**src/rtl/seg7_scan_driver.sv**
```systemverilog
// -----------------------------------------------------------------------------
// seg7_scan_driver
//
// Time-multiplexes four BCD clock digits onto a 4-digit common-anode
// seven-segment display. Each digit owns a slot of DIGIT_CYCLES clocks. The
// first GUARD_CYCLES of every slot keep all anodes off, so the segment bus can
// settle before the next digit lights and no ghosting is visible. The colon
// (DP of digit 2) blinks with a synchronised copy of clk1sec.
//
// The four digits and blank_lead are copied into shadow registers once per
// frame, when the scan enters slot 0. All decoding reads the shadow copy, so
// one frame never mixes old and new digits.
//
// Optional feature: define SEG7_DIM_EN to add the bright[2:0] input. The
// lit part of each DRIVE window then shrinks to (bright+1)/8 of the window;
// bright=7 gives full brightness.
//
// Parameters
//   DIGIT_CYCLES  clk100MHz cycles per digit slot (>= 2)
//   GUARD_CYCLES  blank cycles at the start of each slot (< DIGIT_CYCLES)
//
// Ports
//   clk100MHz   in   1  system clock
//   rst_n       in   1  asynchronous active-low reset
//   d3..d0      in   4  tens-hours, ones-hours, tens-minutes, ones-minutes
//   blank_lead  in   1  1 = suppress d3 when it is zero
//   clk1sec     in   1  1 Hz square wave, asynchronous to clk100MHz
//   bright      in   3  brightness, only with SEG7_DIM_EN
//   an          out  4  digit anodes, active-low, an[i] selects digit di
//   seg         out  7  segments {g,f,e,d,c,b,a}, active-low
//   dp          out  1  decimal point / colon, active-low
// -----------------------------------------------------------------------------
module seg7_scan_driver #(
    parameter int DIGIT_CYCLES = 100000,
    parameter int GUARD_CYCLES = 2000
) (
    input  logic       clk100MHz,
    input  logic       rst_n,
    input  logic [3:0] d3,
    input  logic [3:0] d2,
    input  logic [3:0] d1,
    input  logic [3:0] d0,
    input  logic       blank_lead,
    input  logic       clk1sec,
`ifdef SEG7_DIM_EN
    input  logic [2:0] bright,
`endif
    output logic [3:0] an,
    output logic [6:0] seg,
    output logic       dp
);

    localparam int PRE_W = $clog2(DIGIT_CYCLES);
    localparam logic [PRE_W-1:0] PRE_LAST  = PRE_W'(DIGIT_CYCLES - 1);
    localparam logic [PRE_W-1:0] PRE_GUARD = PRE_W'(GUARD_CYCLES);

    typedef enum logic {
        GUARD = 1'b0,
        DRIVE = 1'b1
    } state_t;

    typedef struct packed {
        logic [3:0] d3;
        logic [3:0] d2;
        logic [3:0] d1;
        logic [3:0] d0;
        logic       blank_lead;
    } shadow_t;

    logic [PRE_W-1:0] pre, pre_nxt;
    logic [1:0]       idx, idx_nxt;
    state_t           state, state_nxt;
    shadow_t          shadow, shadow_nxt;
    logic             sync_ff, colon_on;
    logic             frame_start;
    logic             lead_off;
    logic             dim_on;
    logic [3:0]       digit;
    logic [3:0]       an_nxt;
`ifdef SEG7_DIM_EN
    logic [2:0]       bright_sh, bright_nxt;
    logic [31:0]      dim_pos, dim_lim;
`endif

    // Active-low seven-segment decode; 10..15 show a dash.
    function automatic logic [6:0] seg_decode(input logic [3:0] v);
        logic [6:0] s;
        s = 7'b0111111;
        unique case (v)
            4'd0: s = 7'b1000000;
            4'd1: s = 7'b1111001;
            4'd2: s = 7'b0100100;
            4'd3: s = 7'b0110000;
            4'd4: s = 7'b0011001;
            4'd5: s = 7'b0010010;
            4'd6: s = 7'b0000010;
            4'd7: s = 7'b1111000;
            4'd8: s = 7'b0000000;
            4'd9: s = 7'b0010000;
            default: s = 7'b0111111;
        endcase
        return s;
    endfunction

    // All registered outputs are computed from the *next* counter values, so
    // an/seg/dp line up with the pre/idx that the counters hold in the same
    // cycle (e.g. seg is already valid on the pre=0 cycle of its slot).
    always_comb begin
        // NOTE: every signal written here is given a default first, so no
        // path leaves it unassigned and no latch is inferred.
        pre_nxt    = pre + PRE_W'(1);
        idx_nxt    = idx;
        shadow_nxt = shadow;
        state_nxt  = state;
        digit      = '0;
        an_nxt     = 4'b1111;
`ifdef SEG7_DIM_EN
        bright_nxt = bright_sh;
        dim_pos    = '0;
        dim_lim    = '0;
`endif

        if (pre == PRE_LAST) begin
            pre_nxt = '0;
            idx_nxt = idx + 2'd1;
        end

        // Entering slot 0 of a new frame: snapshot the inputs.
        frame_start = (pre_nxt == '0) && (idx_nxt == 2'd0);
        if (frame_start) begin
            shadow_nxt = '{d3: d3, d2: d2, d1: d1, d0: d0, blank_lead: blank_lead};
`ifdef SEG7_DIM_EN
            bright_nxt = bright;
`endif
        end

        unique case (state)
            GUARD: if (pre_nxt >= PRE_GUARD) state_nxt = DRIVE;
            DRIVE: if (pre_nxt <  PRE_GUARD) state_nxt = GUARD;
            default: state_nxt = GUARD;
        endcase

        lead_off = shadow_nxt.blank_lead && (shadow_nxt.d3 == 4'd0);

        unique case (idx_nxt)
            2'd0: digit = shadow_nxt.d0;
            2'd1: digit = shadow_nxt.d1;
            2'd2: digit = shadow_nxt.d2;
            2'd3: digit = shadow_nxt.d3;
            default: digit = '0;
        endcase

`ifdef SEG7_DIM_EN
        // Only meaningful in DRIVE, where pre_nxt >= GUARD_CYCLES.
        dim_pos = 32'(pre_nxt - PRE_GUARD) << 3;
        dim_lim = (32'(bright_nxt) + 32'd1) * 32'(DIGIT_CYCLES - GUARD_CYCLES);
        dim_on  = dim_pos < dim_lim;
`else
        dim_on  = 1'b1;
`endif

        if ((state_nxt == DRIVE) && dim_on && !((idx_nxt == 2'd3) && lead_off))
            an_nxt[idx_nxt] = 1'b0;
    end

    always_ff @(posedge clk100MHz or negedge rst_n) begin
        if (!rst_n) begin
            // NOTE: the shadow digits and both synchroniser flops are reset
            // too, so the first frame after reset decodes known values.
            pre      <= '0;
            idx      <= '0;
            state    <= GUARD;
            shadow   <= '0;
            sync_ff  <= 1'b0;
            colon_on <= 1'b0;
            an       <= 4'b1111;
            seg      <= 7'b1111111;
            dp       <= 1'b1;
`ifdef SEG7_DIM_EN
            bright_sh <= 3'd7;
`endif
        end else begin
            // NOTE: sequential state uses non-blocking assignments only, so
            // every register samples the pre-edge values of the others.
            pre      <= pre_nxt;
            idx      <= idx_nxt;
            state    <= state_nxt;
            shadow   <= shadow_nxt;
            sync_ff  <= clk1sec;
            colon_on <= sync_ff;
            an       <= an_nxt;
`ifdef SEG7_DIM_EN
            bright_sh <= bright_nxt;
`endif
            // seg/dp change only at slot start and settle during GUARD.
            if (pre_nxt == '0) begin
                seg <= ((idx_nxt == 2'd3) && lead_off) ? 7'b1111111 : seg_decode(digit);
                dp  <= !((idx_nxt == 2'd2) && colon_on);
            end
        end
    end

endmodule

```
**config.mk**
```make
export PLATFORM = sky130hd
export DESIGN_NAME = seg7_scan_driver
export DESIGN_NICKNAME = d
export VERILOG_FILES = /design/src/rtl/seg7_scan_driver.sv
export SDC_FILE = /design/constraint.sdc
export NUM_CORES = 1
export LEC_CHECK = 0
export ABC_AREA = 1
export CAP_MARGIN = 20
export CORE_MARGIN = 1
export CORE_UTILIZATION = 55
export CTS_CLUSTER_DIAMETER = 40
export CTS_CLUSTER_SIZE = 40
export DETAILED_ROUTE_END_ITERATION = 7
export PLACE_DENSITY = 0.81
export SETUP_SLACK_MARGIN = 0.4
export SLEW_MARGIN = 5
export SYNTH_ARGS = -nofsm -noshare
export SYNTH_HDL_FRONTEND = slang
export SYNTH_SLANG_ARGS = --single-unit
```
**constraint.sdc**
```tcl
create_clock -name clk100MHz -period 3.5 [get_ports clk100MHz]
set_clock_uncertainty 0.2 [all_clocks]
set_input_delay 0.35 -clock clk100MHz [delete_from_list [all_inputs] [get_ports clk100MHz]]
set_output_delay 0.35 -clock clk100MHz [all_outputs]
set_load 0.05 [all_outputs]
```
======== After elaboration in Yosys (flattened, before gate mapping) ========
Memory sizes are Yosys's and may differ from the RTL's.
Index checks and enable logic that the tools add are counted.
Widths: inputs -> output; s select.
storage, ports and cells
  register bits after elaboration ......... 51
  bits in read-only memories .............. 112
  input bits .............................. 20
  output and inout bits ................... 12
  word-level logic and storage cells ...... 48
  memories ................................ 1
memory list
  name              words  bits a word  rd ports  clocked after Yosys merged registers in  write ports  RTL line  source
  (name not given)  16     7            1         0                                        0            89        unique case (v)
operators by class
  add/subtract/negate cells ............... 2
  order comparisons ....................... 4
  equality and inequality tests ........... 4
  multiplexer cells ....................... 11
  bitwise gates (word level) .............. 2
  reduce and logical (&&, ||, !) cells .... 11
operators with widths
  kind                   number
  $mux 17                2
  $add 17x1->17 const B  1
  $eq 17x17->1 const B   1
  $ge 17x11->1 const B   1
  $logic_not 17->1       1
  $lt 17x11->1 const B   1
  $pmux 4 s4             1
  $mux 7                 1
  $logic_and 1x1->1      6
  $eq 2x2->1 const B     2
  $logic_not 4->1        1
  $mux 4                 1
  $not 4->4              1
  $lt 2x3->1 const B     1
  $mux 1                 3
  $add 2x1->2 const B    1
  $demux 1 s2            1
  $eq 2x1->1 const B     1
  $ge 2x1->1 const B     1
  $logic_not 1->1        2
  $logic_not 2->1        1
  $mux 2                 1
  $pmux 1 s2             1
  $not 1->1              1

======== Longest topological paths before layout ========
  word-level depth ........................ 11
  mapped depth ............................ 27
  depth with buffers taken out ............ 24

======== Worst setup path before layout ========
No wires, ideal clock.
  path type ............................... reg2reg
  start point ............................. register pre[0]
  end point ............................... register seg[1]
  library setup time ...................... 0.072 ns
  arrival time ............................ 2.847 ns
  data required time ...................... 3.228 ns
  slack ................................... 0.381 ns
  stages on the path, launching flop included .. 22
  buffers on the path ..................... 2
  clock period less this slack ............ 3.119 ns
  path through ............................ dfrtp_1 -> ha_1 -> nand2_1 -> inv_2 -> nand2_2 -> nor2_2 -> nand2_2 -> xor2_1 -> inv_1 -> nor2_4 -> nand3_2 -> buf_6 -> buf_6 -> o211ai_1 -> nand4_1 -> inv_1 -> ha_1 -> inv_1 -> nor2_1 -> nand3b_1 -> nand2_1 -> inv_1
between the ends
  word-level cells in the longest chain between the ends .. 9
  elaborated cells on any way between the ends .. 17
  classes of those cells .................. add/sub (1); eq/ne (4); mux (5); reduce/logical (6); memory (1)
RTL lines
  what                                                  RTL line  source
  from (decl)                                           70        logic [PRE_W-1:0] pre, pre_nxt;
  from (signal assigned)                                185       pre <= pre_nxt;
  $eq 17x17->1 (*)                                      123       if (pre == PRE_LAST) begin
  $mux 2 (*)                                            123
  via idx_nxt[0]                                        71        logic [1:0] idx, idx_nxt;
  branches (longest 6 deep; another with $mem_v2 16x7)  -
  $mux 7 (*)                                            197       seg <= ((idx_nxt == 2'd3) && lead_off) ? 7'b1111111 : seg_decode(digit);
  to (signal assigned)                                  197
  to (decl)                                             49        output logic [6:0] seg,
Mark *: on every way through the listed nets, which the timed path passes.
A chain may end at the register's enable or synchronous reset.

======== Final worst setup path ========
  start point ............................. register pre[0]
  end point ............................... register seg[5]
between the ends
  word-level cells in the longest chain between the ends .. 9
  elaborated cells on any way between the ends .. 17
  classes of those cells .................. add/sub (1); eq/ne (4); mux (5); reduce/logical (6); memory (1)
RTL lines
  what
  branches (longest 9 deep; another with $add 17x1->17)
Parallel ways; which one is timed is not known.

==> flow_summary.ini <==
[status]
status = finished, final reports clean

[clock_tree]
numCtsBuffers = 5
insertion_delay_ns = 0.30
clk_pin_slew_ns = 0.09
cts_tree = built
clk_path_buf_depth = 2
htreeDepth = 2
cts_root_buf = clkbuf_8
clock_sinks = 50

[synth]
yosysSeqAreaShare_pct = 41.5
syn_inst = 411
ys_types = 35
ys_seq_elements = 50
synth.avg_cell_area_um2 = 7.42
ys_warn_count = 0
synth_area_mm2 = 0.00305
syn-num-nets = 438

[grt]
grt_max_degree = 32
grt_use_total_pct = 26.4
antenna_found_initial = 0
grt_pass1_vias = 2670
grt_pass1_wl_mm = 12.2
overflow = 0

[pwr]
power.leakage_nw = 2.07
vdd_drop_max_uv = 322
power.density_mw_per_mm2 = 259

[timing]
maxSlewViolCount = 0
holdWs_ns = 0.161
max_slew.worst_pin.slew_ns = 0.672
tns_ns = 0
finalSetupViolCount = 0
timing.fmax_ghz = 0.305
finalHoldViolCount = 0
setup_ws_ns = 0.219
fin_crit_sh_pct = 93.8
fin_crit_ns = 3.28
rsz0062_at_grt = true
max-slew-margin-rel_pct = 55.2

[run]
maxCapViolations = 0

[min_path]
hp-class = register to register

[placement]
dpl.hpwl_mm = 4.98
gp_congestion = 0.913
place_ws_ns = 0.0728
port_buffers = 31

[die]
fp.dieW_um = 76.5
pin_count = 32
coreArea_mm2 = 0.00524
die_h_um = 76.5
start_util_pct = 58.2
dieArea_mm2 = 0.00585
std_cell_rows = 26

[drt]
firstDrtPassIters = 5
wl_per_cell_um = 13.8
via_count = 2853
final_antenna_net_count = 0
via_per_inst = 5.23
drtIter0Drc = 232
routed_wl_mm = 7.52
drc = 0

[worst_setup_path]
crit_arrival_ns = 3.33
worst_setup_path_end_kind = register
startpoint_type = register
required_ns = 3.55
reg2reg_slack_ns = 0.22
cp_max_fo = 6
worstSetupPathType = register to register

[finish]
antenna_cells = 0
register_area_mm2 = 0.00127
nNetsFinal = 501
multi_input_area_mm2 = 0.00162
layout_common_cells = 88 x nand2_1, 71 x inv_1, 46 x nor2_1
area_growth_pct = 29.5
drive_gt1_share_pct = 25.7
fillers = 367
layout_commonest_cell = nand2_1
==> synthesized netlist by cell type <==
master / instances / share of area [%]
buf_2: 1 / 0.16
o21ai_2: 1 / 0.29
a21oi_4: 2 / 1.1
ha_1: 7 / 2.9
nor2_1: 57 / 7.0
o21ai_0: 1 / 0.16
nand3_2: 4 / 1.3
nor2_2: 8 / 1.6
nand2_1: 97 / 12
and2_1: 10 / 2.1
o311ai_0: 1 / 0.29
o21ai_1: 3 / 0.49
o211ai_1: 1 / 0.25
o21ai_4: 1 / 0.53
nand3_1: 37 / 6.1
nand4_1: 6 / 1.2
xor2_2: 1 / 0.53
a21boi_1: 1 / 0.25
xor2_1: 3 / 0.86
nand2_2: 8 / 1.6
dfrtp_1: 38 / 31
nor4_1: 1 / 0.21
dfstp_2: 12 / 10
o21bai_1: 2 / 0.49
buf_6: 4 / 1.5
clkinv_1: 2 / 0.25
or2_2: 3 / 0.62
inv_1: 74 / 9.1
a31oi_1: 1 / 0.21
inv_2: 5 / 0.62
a21oi_1: 1 / 0.16
buf_4: 1 / 0.25
nor2_4: 4 / 1.5
nor3_1: 3 / 0.49
nand3b_1: 10 / 2.5
==> worst paths after layout <==
kind	from	endpoint	cells past startpoint
worst max-delay path	pre[0]	seg[5]	23
worst min-delay path	sync_ff	colon_on	0
worst max register to register	pre[0]	seg[5]	23
worst min register to register	sync_ff	colon_on	0
max in group asynchronous	rst_n	an[0]	3
min in group asynchronous	rst_n	pre[2]	2
==> through the flow <==
stage / std cells / power, mW / cell area (um^2) / utilization (%)
floorplan: 411 / 0.596 / 3060 / -
detailed placement: 514 / 0.629 / 3450 / 65.9
global route: 545 / 1.06 / 3950 / 75.4
global placement: 514 / 0.629 / 3450 / 65.9
CTS: 538 / 1.03 / 3840 / 73.3
finish: 545 / 1.02 / 3950 / 75.4
==> kinds of logic after synthesis <==
logic type      after synthesis  synth area share (%)
buf+inv                      87                  11.9
fa+ha+maj                     7                  2.87
compound gates               15                  4.19
simple gates                248                  38.2
flops                        50                  41.5
xor+xnor                      4                  1.40
==> per-layer routing <==
metal,global-route usage (%),up-vias,wire (um)
li1,-,1372,-
met1,34.2,1370,3310
met2,44.7,101,3710
met3,4.91,10,421
met4,8.46,0,76
met5,0,-,0
==> sequential cells by signal (all words and copies together) (netlist names) <==
name      count
colon_on      1
idx           2
pre          17
seg           7
an            4
dp            1
shadow       17
sync_ff       1
==> report_power, final <==
group	switching (mW)	internal, mW	leakage [nW]
Combinational	0.0162	0.0220	1.39
Clock	0.190	0.213	0.0514
Sequential	0.000902	0.580	0.629
==> critical path, cell delays in order (launching register included) <==
cell and delay [ns]:
dfrtp_1 0.40, ha_4 0.16, nand2_4 0.06, inv_4 0.08, nand2_4 0.06, nor2_4 0.16
nand2_4 0.14, nand2_2 0.12, nand2_2 0.07, nor2_4 0.15, nand3_4 0.10, nor2_4 0.20
nand3b_1 0.13, nand3_1 0.11, nand4_1 0.21, buf_4 0.23, buf_6 0.11, ha_4 0.14
inv_1 0.05, nand3_1 0.09, nand2_1 0.07, nor2_1 0.04, nor2_1 0.08, nor2_1 0.05
==> timing repair <==
item,in CTS,in global routing
setup endpoints to repair,11,11
hold buffers,1,0
gates resized for setup,44,16
cloned,1,0
buffers inserted,14,7
pin swaps,24,19
hold endpoints to repair,22,0
==> area by class of cell <==
cell class              instances  area share, %
inverters                      81           7.86
clock inverters                 2          0.951
repair buffers                 61           14.1
flip-flops and latches         50           32.1
clock buffers                   6           1.84
multi-input cells             275           41.0
well taps                      70           2.22
Power figures use the tool's default switching activity.
